--- src/rtl/relobi_sram_shim.sv ---
// relobi_sram_shim: TMR-voted, Hsiao-protected request front-end for a single-cycle-latency SRAM.
// addr_i = {ecc, addr}. Define RELOBI_SRAM_SHIM_ERR_RSP_EN to turn uncorrectable addresses into error responses.

package hsiao_ecc_pkg;
  function automatic int unsigned min_ecc(input int unsigned data_width);
    int unsigned k;
    k = 2;
    while ((32'd1 << (k - 1)) < (data_width + k)) k++;
    return k;
  endfunction
endpackage

module relobi_sram_shim #(
  parameter int unsigned AddrWidth = 32,
  parameter int unsigned DataWidth = 32,
  parameter int unsigned IdWidth   = 1
) (
  input  logic                                                 clk_i,
  input  logic                                                 rst_ni,
  input  logic [2:0]                                           req_i,
  output logic [2:0]                                           gnt_o,
  input  logic [AddrWidth+hsiao_ecc_pkg::min_ecc(AddrWidth)-1:0] addr_i,
  input  logic                                                 we_i,
  input  logic [DataWidth/8-1:0]                               be_i,
  input  logic [DataWidth-1:0]                                 wdata_i,
  input  logic [IdWidth-1:0]                                   aid_i,
  output logic [2:0]                                           rvalid_o,
  input  logic [2:0]                                           rready_i,
  output logic [DataWidth-1:0]                                 rdata_o,
  output logic [IdWidth-1:0]                                   rid_o,
  output logic                                                 err_o,
  output logic                                                 sram_req_o,
  output logic                                                 sram_we_o,
  output logic [AddrWidth-1:0]                                 sram_addr_o,
  output logic [DataWidth/8-1:0]                               sram_be_o,
  output logic [DataWidth-1:0]                                 sram_wdata_o,
  input  logic [DataWidth-1:0]                                 sram_rdata_i,
  output logic [1:0]                                           fault_o
);

  localparam int unsigned EccWidth = hsiao_ecc_pkg::min_ecc(AddrWidth);
  localparam logic [DataWidth-1:0] ErrData = DataWidth'(32'hBADCAB1E);
`ifdef RELOBI_SRAM_SHIM_ERR_RSP_EN
  localparam bit ErrRspEn = 1'b1;
`else
  localparam bit ErrRspEn = 1'b0;
`endif

  // Odd-weight columns, lowest weight first, ascending value within a weight.
  function automatic logic [AddrWidth*EccWidth-1:0] gen_hmat();
    logic [AddrWidth*EccWidth-1:0] m;
    logic [EccWidth-1:0]           col;
    int                            idx;
    m   = '0;
    idx = 0;
    for (int w = 3; w <= int'(EccWidth); w += 2) begin
      for (int v = 0; v < (1 << EccWidth); v++) begin
        col = EccWidth'(v);
        if ($countones(col) == w && idx < int'(AddrWidth)) begin
          m[idx*EccWidth +: EccWidth] = col;
          idx++;
        end
      end
    end
    return m;
  endfunction

  localparam logic [AddrWidth*EccWidth-1:0] HMat = gen_hmat();

  logic                 voted_req, voted_rready, vote_mismatch;
  logic [AddrWidth-1:0] addr_raw, addr_fix;
  logic [EccWidth-1:0]  ecc_raw, syndrome;
  logic                 ecc_hit, ecc_sgl, ecc_dbl;
  logic                 rvalid, pop, gnt, acc_err, head_fresh;
  logic [DataWidth-1:0] live_data;

  logic [1:0]           cnt;
  logic                 wr_ptr, rd_ptr, pend_valid, pend_idx;
  logic                 mem_we   [2];
  logic                 mem_err  [2];
  logic [IdWidth-1:0]   mem_id   [2];
  logic [DataWidth-1:0] mem_data [2];

  assign voted_req     = (req_i[0] & req_i[1]) | (req_i[0] & req_i[2]) | (req_i[1] & req_i[2]);
  assign voted_rready  = (rready_i[0] & rready_i[1]) | (rready_i[0] & rready_i[2]) |
                         (rready_i[1] & rready_i[2]);
  assign vote_mismatch = (req_i != {3{req_i[0]}}) | (rready_i != {3{rready_i[0]}});

  assign addr_raw = addr_i[AddrWidth-1:0];
  assign ecc_raw  = addr_i[AddrWidth +: EccWidth];

  always_comb begin
    syndrome = ecc_raw;
    for (int j = 0; j < int'(AddrWidth); j++) begin
      if (addr_raw[j]) syndrome = syndrome ^ HMat[j*EccWidth +: EccWidth];
    end
    addr_fix = addr_raw;
    ecc_hit  = 1'b0;
    for (int j = 0; j < int'(AddrWidth); j++) begin
      if (syndrome == HMat[j*EccWidth +: EccWidth]) begin
        addr_fix[j] = ~addr_raw[j];
        ecc_hit     = 1'b1;
      end
    end
    // A weight-1 syndrome is a flipped check bit: address data is already correct.
    ecc_sgl = ecc_hit | ($countones(syndrome) == 1);
    ecc_dbl = (syndrome != '0) & ~ecc_sgl;
  end

  assign rvalid  = (cnt != 2'd0);
  assign pop     = rvalid & voted_rready;
  assign gnt     = rst_ni & voted_req & ((cnt != 2'd2) | pop);
  assign acc_err = ErrRspEn & ecc_dbl;

  assign gnt_o        = {3{gnt}};
  assign sram_req_o   = gnt & ~acc_err;
  assign sram_we_o    = we_i;
  assign sram_addr_o  = addr_fix;
  assign sram_be_o    = be_i;
  assign sram_wdata_o = wdata_i;
  assign fault_o      = rst_ni ? {voted_req & ecc_dbl, vote_mismatch | (voted_req & ecc_sgl)} : 2'b00;

  // The entry pushed last cycle still waits for its SRAM data; present it straight from the SRAM.
  assign live_data  = mem_err[pend_idx] ? ErrData :
                      mem_we[pend_idx]  ? '0      : sram_rdata_i;
  assign head_fresh = pend_valid & (pend_idx == rd_ptr);

  assign rvalid_o = {3{rvalid}};
  assign rdata_o  = !rvalid ? '0 : (head_fresh ? live_data : mem_data[rd_ptr]);
  assign rid_o    = rvalid ? mem_id[rd_ptr] : '0;
  assign err_o    = rvalid & mem_err[rd_ptr];

  always_ff @(posedge clk_i or negedge rst_ni) begin
    if (!rst_ni) begin
      cnt        <= 2'd0;
      wr_ptr     <= 1'b0;
      rd_ptr     <= 1'b0;
      pend_valid <= 1'b0;
      pend_idx   <= 1'b0;
      for (int i = 0; i < 2; i++) begin
        mem_we[i]   <= 1'b0;
        mem_err[i]  <= 1'b0;
        mem_id[i]   <= '0;
        mem_data[i] <= '0;
      end
    end else begin
      if (pend_valid) mem_data[pend_idx] <= live_data;
      pend_valid <= gnt;
      if (gnt) begin
        pend_idx        <= wr_ptr;
        mem_we[wr_ptr]  <= we_i;
        mem_err[wr_ptr] <= acc_err;
        mem_id[wr_ptr]  <= aid_i;
        wr_ptr          <= ~wr_ptr;
      end
      if (pop) rd_ptr <= ~rd_ptr;
      cnt <= cnt + {1'b0, gnt} - {1'b0, pop};
    end
  end

endmodule

--- config.mk ---
export PLATFORM = sky130hd
export DESIGN_NAME = relobi_sram_shim
export DESIGN_NICKNAME = d
export VERILOG_FILES = /design/src/rtl/relobi_sram_shim.sv
export SDC_FILE = /design/constraint.sdc
export NUM_CORES = 1
export LEC_CHECK = 0
export ABC_CLOCK_PERIOD_IN_PS = 16500
export BUFFER_PORTS_ARGS = -buffer_cell sky130_fd_sc_hd__buf_4
export CAP_MARGIN = 20
export CORE_AREA = 2 2 150 152
export DETAILED_ROUTE_END_ITERATION = 10
export DIE_AREA = 0 0 152 154
export PLACE_DENSITY_LB_ADDON = 0.25
export SYNTH_ARGS = -nofsm -noshare
export SYNTH_HDL_FRONTEND = slang
export SYNTH_SLANG_ARGS = --single-unit
--- constraint.sdc ---
create_clock -name clk_i -period 16.5 [get_ports clk_i]
set_clock_uncertainty 0.15 [all_clocks]
set_input_delay 2.475 -clock clk_i [delete_from_list [all_inputs] [get_ports clk_i]]
set_output_delay 2.475 -clock clk_i [all_outputs]
set_load 0.01 [all_outputs]
==> implementation parameters <==
Parameter                              Value

Clocking
  TritonCTS clock tree    done
  Buffer type at the clock tree root    sky130_fd_sc_hd__clkbuf_16
  Number of setup buffers added after CTS    0
  CTS max path bufs    2
  Worst-Skew Late Latency    0.33 ns
  Clock slew seen by the registers of the worst setup and hold paths    0.06 ns
  # clock sinks    76
  Number of gates given a new drive strength after cts    0
  Number of buffers inserted by hold repair at cts    0
  Num CTS Buffers    9
  Clock H-tree levels    3

Cells and area
  Proportion of layout cells with a drive suffix above 1    between 20% and 30%
  Final nets    919
  Synth-to-Final Area Change    24.1%
  Commonest cells after routing, fill and taps aside    161 x sky130_fd_sc_hd__buf_4, 101 x sky130_fd_sc_hd__nand2_1, 75 x sky130_fd_sc_hd__dfrtp_1, 67 x sky130_fd_sc_hd__nor2_1, 66 x sky130_fd_sc_hd__o21ai_0
  Most common cell after layout, fill and taps aside    sky130_fd_sc_hd__buf_4
  Number of diodes added for antenna fixing    0
  Final cell utilization of the core    34.4%

Timing
  Maximum clock frequency    0.104 GHz
  Hold violation total from the final report    0
  Max Slew Vio Count    0
  Period utilisation layout    58.1%
  Transition at the pin with the smallest max-transition slack    around 1.1 ns
  Number of setup violations in the final report    0
  Worst relative slew slack    29.0%
  Final Worst Setup Slack    between 6 and 7 ns
  Summed negative setup slack over all endpoints    0 ns
  Final critical delay including setup and external delays    9.58 ns
  RSZ-0062 raised after global routing    no

Synthesis
  Primary FF master, synth    sky130_fd_sc_hd__dfrtp_1
  Post-synth cell types    50
  Sequential cell area fraction in the yosys report    31.6%
  FFs w/ async S/R, synth    100%
  Mean instance size in the synthesized netlist    ~8.6 um2
  Yosys warns    0
  Number of enable-type register cells in the synthesized netlist    0
  Gate count of the mapped netlist    698
  Synth Net Count    829
  Post-synthesis instance area    6020 um2
  Register bit count reported by yosys    76

Die
  Top-level port count    229
  Effective utilization at floorplan    between 20% and 30%
  Core Rows    54
  Die boundary width    approximately 150 um
  Core Footprint    21700 um2
  Die ar.    ~23000 um2
  Y dimension of the die    154 um

Hold path
  Hold_sp    mem_data[23]
  Endpoint, Worst Hold    mem_data[23]
  Worst hold path type    flop to flop
  Number of cells on the worst hold path    2

Route
  Aggregate routed wire length    16400 um
  Total iterations of the first detailed-routing run    4
  DR vias/cell    4.63
  Average wire per cell in the routed design    15.3 um
  Final routed DRC violation total    0
  Number of nets with antenna violations after routing    0
  DRC violation total after the first TritonRoute iteration    222
  Overall via count from detail_route    4961

Global routing
  Largest net degree at the start of global routing    65
  Number of global-route vias before repair    around 5k
  Total Routing Usage GR    14.2%
  Global-route wire length before repair    26700 um
  Residual overflow from global routing    0
  Antenna violations before repair    0

Critical path
  Register-to-register path setup slack    14.45 ns
  Startpoint of the most critical register-to-register path    pend_idx
  Number of cells on the worst reg-to-reg path    5
  Signal arrival time at the worst endpoint    6.95 ns
  Type of the worst setup path    input port to output pin
  Endpoint of the worst-slack reg-to-reg timing path    mem_data[49]
  Crit Path Max Fanout    14
  Required @ worst endpoint    13.88 ns
  Kind of end point of the critical path    output pin
  Startpoint kind of the worst setup timing path    input port

Placed design
  Weighted congestion reported at the end of routability-driven placement    around 0.86
  Pre-CTS setup slack    ~7 ns
  I/O Buffers    156
  HPWL after detailed placement    12000 um

Power and ir drop
  Leakage power summed over all cells    around 3.5 nW
  VDD IR-drop max    about 120 uV
  Power per standard cell area    191 nW/um2

Run
  Max-cap violation count    0

Status
  Run status    complete, no violations
worst max-delay path by stage:
stage | from | endpoint | slack, ns
2_1_floorplan | addr_i[14] | fault_o[0] | 7.34
3_3_place_gp | addr_i[3] | fault_o[0] | 7.00
3_5_place_dp | addr_i[3] | fault_o[0] | 6.95
4_1_cts | addr_i[3] | fault_o[0] | 6.92
5_1_grt | addr_i[3] | fault_o[0] | 6.69
6_report | addr_i[3] | fault_o[0] | 6.92
stage by stage:
stage	hold WS, ns	total power [mW]	instances	cell area [um2]
final	0.323	1.42	1072	7470
after detailed placement	0.315	1.22	1055	7100
after global placement	0.306	1.21	1055	7100
after floorplan	0.294	0.939	698	6020
after CTS	0.328	1.44	1070	7420
after global routing	0.345	1.56	1072	7470
sequential cells by signal, summed over array words and instances (netlist names):
register	cells
pend_valid	1
mem_id	2
rd_ptr	1
mem_data	64
pend_idx	1
mem_err	2
wr_ptr	1
mem_we	2
cnt	2
critical path: stages:
cell,delay [ns]
sky130_fd_sc_hd__buf_4,0.13
sky130_fd_sc_hd__xor2_1,0.15
sky130_fd_sc_hd__xnor3_1,0.48
sky130_fd_sc_hd__xor2_2,0.41
sky130_fd_sc_hd__xnor2_4,0.21
sky130_fd_sc_hd__inv_2,0.18
sky130_fd_sc_hd__fa_1,0.56
sky130_fd_sc_hd__inv_1,0.05
sky130_fd_sc_hd__fa_1,0.47
sky130_fd_sc_hd__inv_1,0.05
sky130_fd_sc_hd__ha_1,0.30
sky130_fd_sc_hd__a21o_1,0.18
sky130_fd_sc_hd__fa_1,0.44
sky130_fd_sc_hd__o32a_1,0.34
sky130_fd_sc_hd__o21ai_1,0.13
sky130_fd_sc_hd__nor4b_4,0.07
sky130_fd_sc_hd__a31oi_1,0.17
sky130_fd_sc_hd__buf_4,0.14
kinds of logic (layout without fill, tap and decap cells):
logic type | after synthesis | count (layout) | share of synthesized area, %
and+or+nand+nor | 209 | 209 | 14.5
xor gates and xnor gates | 108 | 108 | 20.0
adders and majority gates | 14 | 14 | 3.28
muxes | 42 | 42 | 7.48
AOI/OAI and AO/OA | 151 | 151 | 14.1
DFF | 76 | 76 | 31.6
buffers and inverters | 98 | 192 | 9.04
synthesized netlist by cell type, types with 2 or more instances:
library cell               number  area (um2)
sky130_fd_sc_hd__buf_6          2        22.5
sky130_fd_sc_hd__dfrtp_1       76        1900
sky130_fd_sc_hd__a31oi_1        3        18.8
sky130_fd_sc_hd__inv_1         13        48.8
sky130_fd_sc_hd__nand4_1        2        12.5
sky130_fd_sc_hd__and2_1         3        18.8
sky130_fd_sc_hd__a21o_1         2        15.0
sky130_fd_sc_hd__xor2_1        32         280
sky130_fd_sc_hd__mux2_2        24         270
sky130_fd_sc_hd__nor3_1         7        35.0
sky130_fd_sc_hd__nand3b_1       2        15.0
sky130_fd_sc_hd__buf_4         43         323
sky130_fd_sc_hd__fa_1           3        60.1
sky130_fd_sc_hd__clkbuf_1      35         131
sky130_fd_sc_hd__xor2_2         2        32.5
sky130_fd_sc_hd__xnor2_4        3        82.6
sky130_fd_sc_hd__nand3_1       16        80.1
sky130_fd_sc_hd__a211oi_1      14         105
sky130_fd_sc_hd__ha_1          11         138
sky130_fd_sc_hd__a21oi_1       52         260
sky130_fd_sc_hd__nor2b_1        2        12.5
sky130_fd_sc_hd__o21ai_0       66         330
sky130_fd_sc_hd__buf_1          4        15.0
sky130_fd_sc_hd__mux2i_1       18         180
sky130_fd_sc_hd__a32o_1         2        20.0
sky130_fd_sc_hd__o211ai_1       2        15.0
sky130_fd_sc_hd__xnor3_1       10         225
sky130_fd_sc_hd__nor2_1        68         255
sky130_fd_sc_hd__xnor2_1       58         508
sky130_fd_sc_hd__nand2_1      103         387
per-layer routing:
layer / vias up / wire length [um] / GRT usage [%]
li1: 2488 / - / -
met1: 2339 / 7920 / 19.4
met2: 117 / 7570 / 22.9
met3: 17 / 709 / 2.79
met4: 0 / 246 / 3.74
met5: - / 0 / 0
where the power goes:
group          total, mW  internal, mW  leakage, nW  switching (mW)
logic              0.892         0.399         2.33           0.493
registers          0.320         0.260        0.980          0.0596
clock network      0.211         0.136        0.156          0.0757
total               1.42         0.795         3.46           0.628
final cells by class:
| cell class | count | area [um2] |
|---|---|---|
| Timing Repair Buffer | 163 | 1260 |
| Fill cell | 2253 | 14200 |
| Multi-Input combinational cell | 524 | 3590 |
| Inverter | 14 | 52.6 |
| Clock buffer | 11 | 243 |
| Clock inverter | 4 | 73.8 |
| Tap cell | 280 | 350 |
| Sequential cell | 76 | 1900 |
Note: power is estimated with default switching activity, not from simulation.
